==> src/rtl/bus_master_seq_pkg.sv <==
// Shared definitions for the requester-side bus sequencer.
// Holds the bus command codes, the slot length in beats, a predicate
// telling which commands carry a data line, and the latched transaction
// record. Every other file in this slice imports this package.
package bus_master_seq_pkg;

    localparam int BUS_SLOT_BEATS = 8;

    localparam logic [2:0] CMD_NONE  = 3'd0;
    localparam logic [2:0] CMD_READ  = 3'd1;
    localparam logic [2:0] CMD_READX = 3'd2;
    localparam logic [2:0] CMD_UPGR  = 3'd3;
    localparam logic [2:0] CMD_FILL  = 3'd4;
    localparam logic [2:0] CMD_FLUSH = 3'd5;
    localparam logic [2:0] CMD_INV   = 3'd6;

    // Only fill and flush move a line on the data bus.
    function automatic logic cmd_has_data(input logic [2:0] cmd);
        return (cmd == CMD_FILL) || (cmd == CMD_FLUSH);
    endfunction

    typedef struct packed {
        logic [2:0]   cmd;
        logic [4:0]   tag;
        logic [25:0]  addr;
        logic [511:0] data;
    } txn_t;

endpackage

==> src/rtl/bus_master_seq_if.sv <==
// Client handshake and main-bus signals of the bus sequencer.
//   client side : cli_valid/cli_ready, cli_cmd/tag/addr/data,
//                 done, done_ok, done_hit, done_retries
//   bus side    : bus_req, bus_grant, bus_cmd_o/tag_o/addr_o/data_o,
//                 bus_nack, bus_hit
// Modport master is the sequencer; modport slave is the client/bus model.
interface bus_master_seq_if #(
    parameter int MAX_RETRY = 15
) ();
    localparam int RW = $clog2(MAX_RETRY + 1);

    logic           cli_valid;
    logic           cli_ready;
    logic [2:0]     cli_cmd;
    logic [4:0]     cli_tag;
    logic [25:0]    cli_addr;
    logic [511:0]   cli_data;
    logic           done;
    logic           done_ok;
    logic           done_hit;
    logic [RW-1:0]  done_retries;
    logic           bus_req;
    logic           bus_grant;
    logic [2:0]     bus_cmd_o;
    logic [4:0]     bus_tag_o;
    logic [25:0]    bus_addr_o;
    logic [63:0]    bus_data_o;
    logic           bus_nack;
    logic           bus_hit;

    modport master (
        input  cli_valid, cli_cmd, cli_tag, cli_addr, cli_data,
        input  bus_grant, bus_nack, bus_hit,
        output cli_ready, done, done_ok, done_hit, done_retries,
        output bus_req, bus_cmd_o, bus_tag_o, bus_addr_o, bus_data_o
    );

    modport slave (
        output cli_valid, cli_cmd, cli_tag, cli_addr, cli_data,
        output bus_grant, bus_nack, bus_hit,
        input  cli_ready, done, done_ok, done_hit, done_retries,
        input  bus_req, bus_cmd_o, bus_tag_o, bus_addr_o, bus_data_o
    );

endinterface

==> src/rtl/bus_master_seq_slot_phase.sv <==
// bus_slot_phase: free-running 3-bit bus slot phase counter.
// Leaves reset on the same edge as the bus slot counter, so phase tracks
// the bus cycle within the 8-beat slot.
//   clk, rst_n : clock, async active-low reset
//   phase      : current beat 0..7
//   is_last    : phase == 7
module bus_slot_phase (
    input  logic       clk,
    input  logic       rst_n,
    output logic [2:0] phase,
    output logic       is_last
);

    always_ff @(posedge clk or negedge rst_n) begin
        if (!rst_n) phase <= 3'd0;
        else        phase <= phase + 3'd1;
    end

    assign is_last = (phase == 3'd7);

endmodule

==> src/rtl/bus_master_seq.sv <==
// bus_master_seq: requester-side bus sequencer for one client.
// Accepts a transaction, arbitrates for the bus, drives an 8-beat owned
// slot and retries on nack with linear backoff (N slots after the Nth nack).
//   clk, rst_n : clock, async active-low reset
//   bus        : client handshake + bus signals (master modport)
//
// state    | meaning
// IDLE     | ready for a client transaction
// ARB      | bus_req high, waiting for grant at phase 7
// XFER     | owned slot, driving cmd/tag/addr/data
// BACKOFF  | waiting `retries` full slots before re-arbitrating
module bus_master_seq
    import bus_master_seq_pkg::*;
#(
    parameter int MAX_RETRY = 15
) (
    input  logic               clk,
    input  logic               rst_n,
    bus_master_seq_if.master   bus
);

    localparam int RW = $clog2(MAX_RETRY + 1);
    localparam logic [RW-1:0] RETRY_MAX = RW'(MAX_RETRY);

    localparam logic [1:0] ST_IDLE    = 2'd0;
    localparam logic [1:0] ST_ARB     = 2'd1;
    localparam logic [1:0] ST_XFER    = 2'd2;
    localparam logic [1:0] ST_BACKOFF = 2'd3;

    logic [1:0]    state;
    logic [2:0]    phase;
    logic          is_last;
    txn_t          txn;
    logic [RW-1:0] retries;
    logic [RW-1:0] backoff;
    logic          done_r;
    logic          ok_r;
    logic          hit_r;
    logic [RW-1:0] done_retries_r;
    logic          xfer;

    bus_slot_phase u_phase (
        .clk     (clk),
        .rst_n   (rst_n),
        .phase   (phase),
        .is_last (is_last)
    );

    always_ff @(posedge clk or negedge rst_n) begin
        if (!rst_n) begin
            state          <= ST_IDLE;
            txn            <= '0;
            retries        <= '0;
            backoff        <= '0;
            done_r         <= 1'b0;
            ok_r           <= 1'b0;
            hit_r          <= 1'b0;
            done_retries_r <= '0;
        end else begin
            done_r <= 1'b0;
            case (state)
                ST_IDLE: begin
                    if (bus.cli_valid) begin
                        txn     <= '{cmd: bus.cli_cmd, tag: bus.cli_tag,
                                     addr: bus.cli_addr, data: bus.cli_data};
                        retries <= '0;
                        state   <= ST_ARB;
                    end
                end
                ST_ARB: begin
                    if (is_last && bus.bus_grant) state <= ST_XFER;
                end
                ST_XFER: begin
                    if (is_last) begin
                        if (bus.bus_nack && (retries < RETRY_MAX)) begin
                            retries <= retries + RW'(1);
                            backoff <= retries + RW'(1);
                            state   <= ST_BACKOFF;
                        end else begin
                            // Either accepted, or nacked with retries exhausted.
                            done_r         <= 1'b1;
                            ok_r           <= ~bus.bus_nack;
                            hit_r          <= bus.bus_hit;
                            done_retries_r <= retries;
                            state          <= ST_IDLE;
                        end
                    end
                end
                ST_BACKOFF: begin
                    // backoff is at least 1 on entry; leave when it hits zero.
                    if (is_last) begin
                        backoff <= backoff - RW'(1);
                        if (backoff == RW'(1)) state <= ST_ARB;
                    end
                end
                default: state <= ST_IDLE;
            endcase
        end
    end

    // Outputs decode straight from state so an async reset clears them at once.
    assign xfer             = (state == ST_XFER);
    assign bus.cli_ready    = (state == ST_IDLE);
    assign bus.bus_req      = (state == ST_ARB);
    assign bus.bus_cmd_o    = xfer ? txn.cmd  : 3'd0;
    assign bus.bus_tag_o    = xfer ? txn.tag  : 5'd0;
    assign bus.bus_addr_o   = xfer ? txn.addr : 26'd0;
    assign bus.bus_data_o   = (xfer && cmd_has_data(txn.cmd)) ?
                              txn.data[{phase, 6'd0} +: 64] : 64'd0;
    assign bus.done         = done_r;
    assign bus.done_ok      = ok_r;
    assign bus.done_hit     = hit_r;
    assign bus.done_retries = done_retries_r;

endmodule

==> src/flat_wrapper.sv <==
// flat-port wrapper written by rule: the top's interface ports become plain ports
module bus_master_seq_flat import bus_master_seq_pkg::*;
#(
    parameter int MAX_RETRY = 15
)
  (clk, rst_n, bus_cli_valid, bus_cli_cmd, bus_cli_tag, bus_cli_addr, bus_cli_data, bus_bus_grant, bus_bus_nack, bus_bus_hit, bus_cli_ready, bus_done, bus_done_ok, bus_done_hit, bus_done_retries, bus_bus_req, bus_bus_cmd_o, bus_bus_tag_o, bus_bus_addr_o, bus_bus_data_o);
  bus_master_seq_if #(.MAX_RETRY(MAX_RETRY)) bus_i ();
  input  logic clk;
  input  logic rst_n;
  input wire logic [$bits(bus_i.cli_valid)-1:0] bus_cli_valid;
  input wire logic [$bits(bus_i.cli_cmd)-1:0] bus_cli_cmd;
  input wire logic [$bits(bus_i.cli_tag)-1:0] bus_cli_tag;
  input wire logic [$bits(bus_i.cli_addr)-1:0] bus_cli_addr;
  input wire logic [$bits(bus_i.cli_data)-1:0] bus_cli_data;
  input wire logic [$bits(bus_i.bus_grant)-1:0] bus_bus_grant;
  input wire logic [$bits(bus_i.bus_nack)-1:0] bus_bus_nack;
  input wire logic [$bits(bus_i.bus_hit)-1:0] bus_bus_hit;
  output wire logic [$bits(bus_i.cli_ready)-1:0] bus_cli_ready;
  output wire logic [$bits(bus_i.done)-1:0] bus_done;
  output wire logic [$bits(bus_i.done_ok)-1:0] bus_done_ok;
  output wire logic [$bits(bus_i.done_hit)-1:0] bus_done_hit;
  output wire logic [$bits(bus_i.done_retries)-1:0] bus_done_retries;
  output wire logic [$bits(bus_i.bus_req)-1:0] bus_bus_req;
  output wire logic [$bits(bus_i.bus_cmd_o)-1:0] bus_bus_cmd_o;
  output wire logic [$bits(bus_i.bus_tag_o)-1:0] bus_bus_tag_o;
  output wire logic [$bits(bus_i.bus_addr_o)-1:0] bus_bus_addr_o;
  output wire logic [$bits(bus_i.bus_data_o)-1:0] bus_bus_data_o;
  assign bus_i.cli_valid = bus_cli_valid;
  assign bus_i.cli_cmd = bus_cli_cmd;
  assign bus_i.cli_tag = bus_cli_tag;
  assign bus_i.cli_addr = bus_cli_addr;
  assign bus_i.cli_data = bus_cli_data;
  assign bus_i.bus_grant = bus_bus_grant;
  assign bus_i.bus_nack = bus_bus_nack;
  assign bus_i.bus_hit = bus_bus_hit;
  assign bus_cli_ready = bus_i.cli_ready;
  assign bus_done = bus_i.done;
  assign bus_done_ok = bus_i.done_ok;
  assign bus_done_hit = bus_i.done_hit;
  assign bus_done_retries = bus_i.done_retries;
  assign bus_bus_req = bus_i.bus_req;
  assign bus_bus_cmd_o = bus_i.bus_cmd_o;
  assign bus_bus_tag_o = bus_i.bus_tag_o;
  assign bus_bus_addr_o = bus_i.bus_addr_o;
  assign bus_bus_data_o = bus_i.bus_data_o;
  bus_master_seq #(.MAX_RETRY(MAX_RETRY)) u_core (.clk(clk), .rst_n(rst_n), .bus(bus_i));
endmodule
==> config.mk <==
export PLATFORM = sky130hd
export DESIGN_NAME = bus_master_seq_flat
export DESIGN_NICKNAME = d
export VERILOG_FILES = /design/src/rtl/bus_master_seq_pkg.sv /design/src/rtl/bus_master_seq_if.sv /design/src/rtl/bus_master_seq_slot_phase.sv /design/src/rtl/bus_master_seq.sv /design/src/flat_wrapper.sv
export SDC_FILE = /design/constraint.sdc
export NUM_CORES = 1
export LEC_CHECK = 0
export CAP_MARGIN = 10
export CORE_AREA = 10 10 237 464
export DETAILED_ROUTE_END_ITERATION = 12
export DIE_AREA = 0 0 247 474
export GPL_TIMING_DRIVEN = 1
export SYNTH_ARGS = -nofsm -noshare
export SYNTH_HDL_FRONTEND = slang
export SYNTH_HIERARCHICAL = 1
export SYNTH_SLANG_ARGS = --single-unit
==> constraint.sdc <==
create_clock -name clk -period 5.54 [get_ports clk]
set_input_delay 0.831 -clock clk [delete_from_list [all_inputs] [get_ports clk]]
set_output_delay 0.831 -clock clk [all_outputs]
set_load 0.005 [all_outputs]
Word-level counts from Yosys, hierarchy flattened
Cells that the tools add are included.
W data, S select, Z words.
{ "op_classes": {"order_cmp": 1, "n_shift": 1, "n_bitwise": 2, "eq_ne": 13, "n_addsub": 3, "mux": 20, "reduce_logical": 12} }
{ "op_table": {"columns": ["op", "count"], "rows": [
  ["$shiftx A512 B10 Y64", 1],
  ["$mux W64", 1],
  ["$mux W26", 1],
  ["$mux W4", 4],
  ["$pmux W4 S2", 2],
  ["$mux W2", 6],
  ["$eq A3 B3 Y1 const B", 3],
  ["$ne A2 B1 Y1 const B", 4],
  ["$pmux W2 S4", 1],
  ["$reduce_and A4 Y1", 2],
  ["$mux W5", 1],
  ["$reduce_and A5 Y1", 1],
  ["$add A4 B1 Y4 const B", 1],
  ["$eq A2 B2 Y1 const B", 2],
  ["$eq A4 B1 Y1 const B", 1],
  ["$lt A4 B4 Y1 const B", 1],
  ["$ne A2 B2 Y1 const B", 2],
  ["$reduce_bool A2 Y1", 2],
  ["$sub A4 B1 Y4 const B", 1],
  ["$add A3 B1 Y3 const B", 1],
  ["$logic_and A1 B1 Y1", 3],
  ["$mux W1", 3],
  ["$mux W3", 1],
  ["$reduce_and A3 Y1", 1],
  ["5 further kinds", 6]
]} }
{ "totals": {"word_cells": 64, "inputBits": 552, "reg_bits": 566, "output_inout_bits": 107} }

Depth between registers and ports, before layout
{ "depth": {"word_depth": 5, "ltp_mapped": 8, "depth_no_buf": 6} }

Hierarchy
Netlist, hierarchy kept.
{ "by_module_without_submodules": {"columns": ["module", "cells_each", "seq_area_each_um2", "area_each_um2", "n_inst"], "rows": [
  ["bus_master_seq", 1579, 14088.5, 25281.7, 1],
  ["bus_slot_phase", 6, 75.1, 103.8, 1]
]} }

Least setup slack after synthesis
OpenSTA, ideal clock, no wires.
{ "synth_timing": {"kind": "flip-flop to output port", "start": "register u_core.state[0]", "end": "output bus_bus_data_o[10]", "required_time_ps": 4709, "setup_slack_ps": 3143, "path_buffers": 3, "stages_incl_launch_ff": 9, "arrival_ps": 1566, "path_cell_list": "dfrtp_1 inv_1 ha_1 buf_2 and2_1 nand2b_1 buf_2 clkbuf_1 nor2_1"} }
{ "synth_between": {"elab_chain_len": 3} }
{ "synth_lines": {"columns": ["element", "line", "source"], "rows": [
  ["start, declared", "bus_master_seq.sv:30", "logic [1:0] state;"],
  ["start signal, assigned", "bus_master_seq.sv:51", "state <= ST_IDLE;"],
  ["start signal, assigned", "bus_master_seq.sv:67", "state <= ST_ARB;"],
  ["start signal, assigned", "bus_master_seq.sv:71", "if (is_last && bus.bus_grant) state <= ST_XFER;"],
  ["$eq A2 B2 Y1", "bus_master_seq.sv:102", "assign xfer = (state == ST_XFER);"],
  ["$logic_and A1 B1 Y1", "bus_master_seq.sv:108", "assign bus.bus_data_o = (xfer && cmd_has_data(txn.cmd)) ?"],
  ["$mux W64", "bus_master_seq.sv:108", null],
  ["end, declared", "flat_wrapper.sv:27", "output wire logic [$bits(bus_i.bus_data_o)-1:0] bus_bus_data_o;"]
]} }
No other way between the ends.

Worst setup path in the final report
{ "layout_timing": {"start": "register u_core.state[0]", "end": "output bus_bus_data_o[13]"} }
Same word-level chain as after synthesis.

==> run metrics <==
PnR worst setup slack=1.321 ns; sequential cell area=14170 sq um; number of nets produced by synthesis=2146; slew at the pin closest to its max-slew limit=1.048 ns; vias in the first global route=18650; sinks on the clock net=566; pre-CTS setup slack=2.001 ns; most repeated cell in the gate-level netlist after synthesis=sky130_fd_sc_hd__dfrtp_1; nets@finish=2786; total half-perimeter wirelength after legalization and detailed placement=65910 um; setup_tns=0 ns; number of core rows=166; # setup viols final=0; clk_lat worst skew=0.63 ns; cell types with the largest area share after synthesis=sky130_fd_sc_hd__dfrtp_1 56%, sky130_fd_sc_hd__mux2_2 25%, sky130_fd_sc_hd__mux4_2 11%, sky130_fd_sc_hd__mux2i_1 2.6%, sky130_fd_sc_hd__buf_2 1.4%; residual antenna-violating net count after detailed routing=0; initial standard-cell utilization of the core=24.79%; number of slew-limit violations in the final report=0; area of the multi-input gates=10660 sq um; time the worst path needs with I/O delays and setup=4.219 ns; Mapped Cells=1585; data required time of the critical path=4.71 ns; WL per Instance=23.76 um; data arrival at the endpoint of the critical path=3.39 ns; FFs w/ async S/R, synth=100.0%; post-route clock period utilization=76.15%; combined buffer and inverter count along the critical path=3; longest individual stage delay on the worst path=0.56 ns; Max-cap violations=0; maximum fanout along the worst path=65; post-synth top area cell=sky130_fd_sc_hd__dfrtp_1; share of the synthesized area in the top cell type=55.79%; flip-flop and latch count after synthesis=566; number of I/O port buffers=658; portion of the post-synthesis area used by sequential elements=55.79%; Syn Std Cell Area=25390 sq um; count of hold buffers inserted by post-cts repair=0; fillcell total=9951; distinct cell type count of the synthesized netlist=32; overall via count from detail_route=16210; unrepaired setup endpoints after global routing=false; peak supply drop=0.0003110 V; CTS tree=yes; clock tree buffer depth=3; Setup Crit Path Kind=flip-flop to output pin; H-tree depth=2; residual DRC count=0; combined global-route utilization of all metal layers=14.26%; critical path's top delay family=simple AND/OR/NAND/NOR gates; Min Hold Slack=0.2759 ns; Core ar.=102400 sq um; Cell Chain, Critical Path=inv_1, ha_1, buf_4, and2_1, nand2b_4, nor2_1, clkdlybuf4s50_1; final hold violations=0; area enclosed by the die boundary=117100 sq um; I/O pin count=659; post-detailed-route via-to-cell ratio=4.481; type of the most critical hold path=input port to asynchronous set/reset pin; root buffer cell=sky130_fd_sc_hd__clkbuf_16; power density normalized to cell area=471.4 nW/um^2; worst rel slew slack=30.16%; total CTS buffers=56; primary flip-flop cell chosen by synthesis mapping=sky130_fd_sc_hd__dfrtp_1; fraction of layout instances using a drive strength above 1=35.74%; synthesized area divided by synthesized cell count=16.02 sq um; first-pass GRT wire length=125400 um; Chip Height=474 um; GR Overflow Total=0; CP startpoint kind=flip-flop; outcome=completed; top cell types by occurrence after synthesis=566 x sky130_fd_sc_hd__dfrtp_1, 554 x sky130_fd_sc_hd__mux2_2, 128 x sky130_fd_sc_hd__mux4_2; achievable frequency=0.2370 GHz; pin count of the biggest net entering global routing=148; share of the core filled with cells=34.62%; die outline width=247 um; final setup skew=0.01714 ns; Post-synth EDFFs=0; Critical-path top delay cell=sky130_fd_sc_hd__clkdlybuf4s50_1; placer's final routability congestion estimate=0.8111; first-pass iteration count of the detailed router=4; register clock-pin slew on the reported worst setup and hold paths=0.06 ns; YS warnings=6; static leakage power=14.10 nW; antenna violations before repair=18; count of instances resized after the clock tree is built=0; total setup buffers inserted after CTS=0; Iteration-0 DRC Markers=622; Area growth, synth to finish=39.63%; endpoint type of the worst setup path=output pin; final wirelength=85940 um
report_power, final:
part	total [W]	leakage [nW]	internal (W)	switching (W)
Combinational	0.00535	6.46	0.00347	0.00188
Clock	0.00405	0.950	0.00235	0.00170
Sequential	0.00731	6.70	0.00623	0.00108
final timing paths:
check	startpoint	to	slack [ns]	cells after the start
worst min-delay path	rst_n	u_core/txn[374]	0.28	1
worst min register to register	u_core/txn[519]	u_core/txn[519]	0.50	1
worst max-delay path	u_core/state[0]	bus_bus_data_o[13]	1.32	7
min in group clk	u_core/txn[519]	u_core/txn[519]	0.50	1
worst max register to register	u_core/state[0]	u_core/txn[528]	2.80	5
max in group asynchronous	rst_n	u_core/txn[205]	3.80	2
final cells by class:
class / instances / area share, %
sequential: 566 / 39.99
multi-input combinational: 905 / 30.08
timing repair buffer: 689 / 19.64
tap: 1344 / 4.744
clock buffer: 80 / 4.550
clock inverter: 22 / 0.8895
inverter: 7 / 0.07413
antenna: 4 / 0.02824
metrics by stage:
stage / instances / total power (W) / cell area [sq um]
after floorplan: 1585 / 0.01080 / 25390
final: 3617 / 0.01671 / 35450
after CTS: 3613 / 0.01699 / 35440
after global routing: 3615 / 0.01769 / 35440
after global placement: 3511 / 0.01245 / 33510
after detailed placement: 3511 / 0.01282 / 33510
routing by layer:
layer / track usage (%) / up-vias / wire length (um) / part of all wire, %
met1: 16.13 / 8344 / 32890 / 38
met2: 24.49 / 640 / 42640 / 50
met3: 5.275 / 117 / 8107 / 9.4
met4: 4.307 / 20 / 2184 / 2.5
li1: - / 7088 / - / -
met5: 0 / - / 121 / 0.14
flip-flops by register name (all words and copies together), names as in the netlist:
signal	flops
u_core/txn	546
u_core/backoff	4
u_core/bus.done_retries	4
u_core/retries	4
u_core/u_phase/phase	3
u_core/state	2
u_core/bus.done	1
u_core/bus.done_hit	1
u_core/bus.done_ok	1
logic make-up after synthesis:
family	count (synthesis)	synth area share [%]
compound gates	17	0.4436
fa+ha+maj	9	0.4436
simple gates	132	2.563
mux	747	38.49
flops	566	55.79
buf+inv	114	2.262
layout by cell type, fill, tap and decap left out, types with 9 or more instances in the layout:
cell and n:
sky130_fd_sc_hd__buf_4 20, sky130_fd_sc_hd__clkbuf_1 13, sky130_fd_sc_hd__mux4_2 128, sky130_fd_sc_hd__clkbuf_16 57, sky130_fd_sc_hd__mux2_2 554, sky130_fd_sc_hd__clkdlybuf4s50_1 657, sky130_fd_sc_hd__dfrtp_1 563, sky130_fd_sc_hd__and2_1 34
sky130_fd_sc_hd__nor2_1 67, sky130_fd_sc_hd__buf_12 11, sky130_fd_sc_hd__mux2i_1 65, sky130_fd_sc_hd__ha_1 9, sky130_fd_sc_hd__clkbuf_8 10, sky130_fd_sc_hd__nand2_1 9
Note: power is estimated with default switching activity, not from simulation.
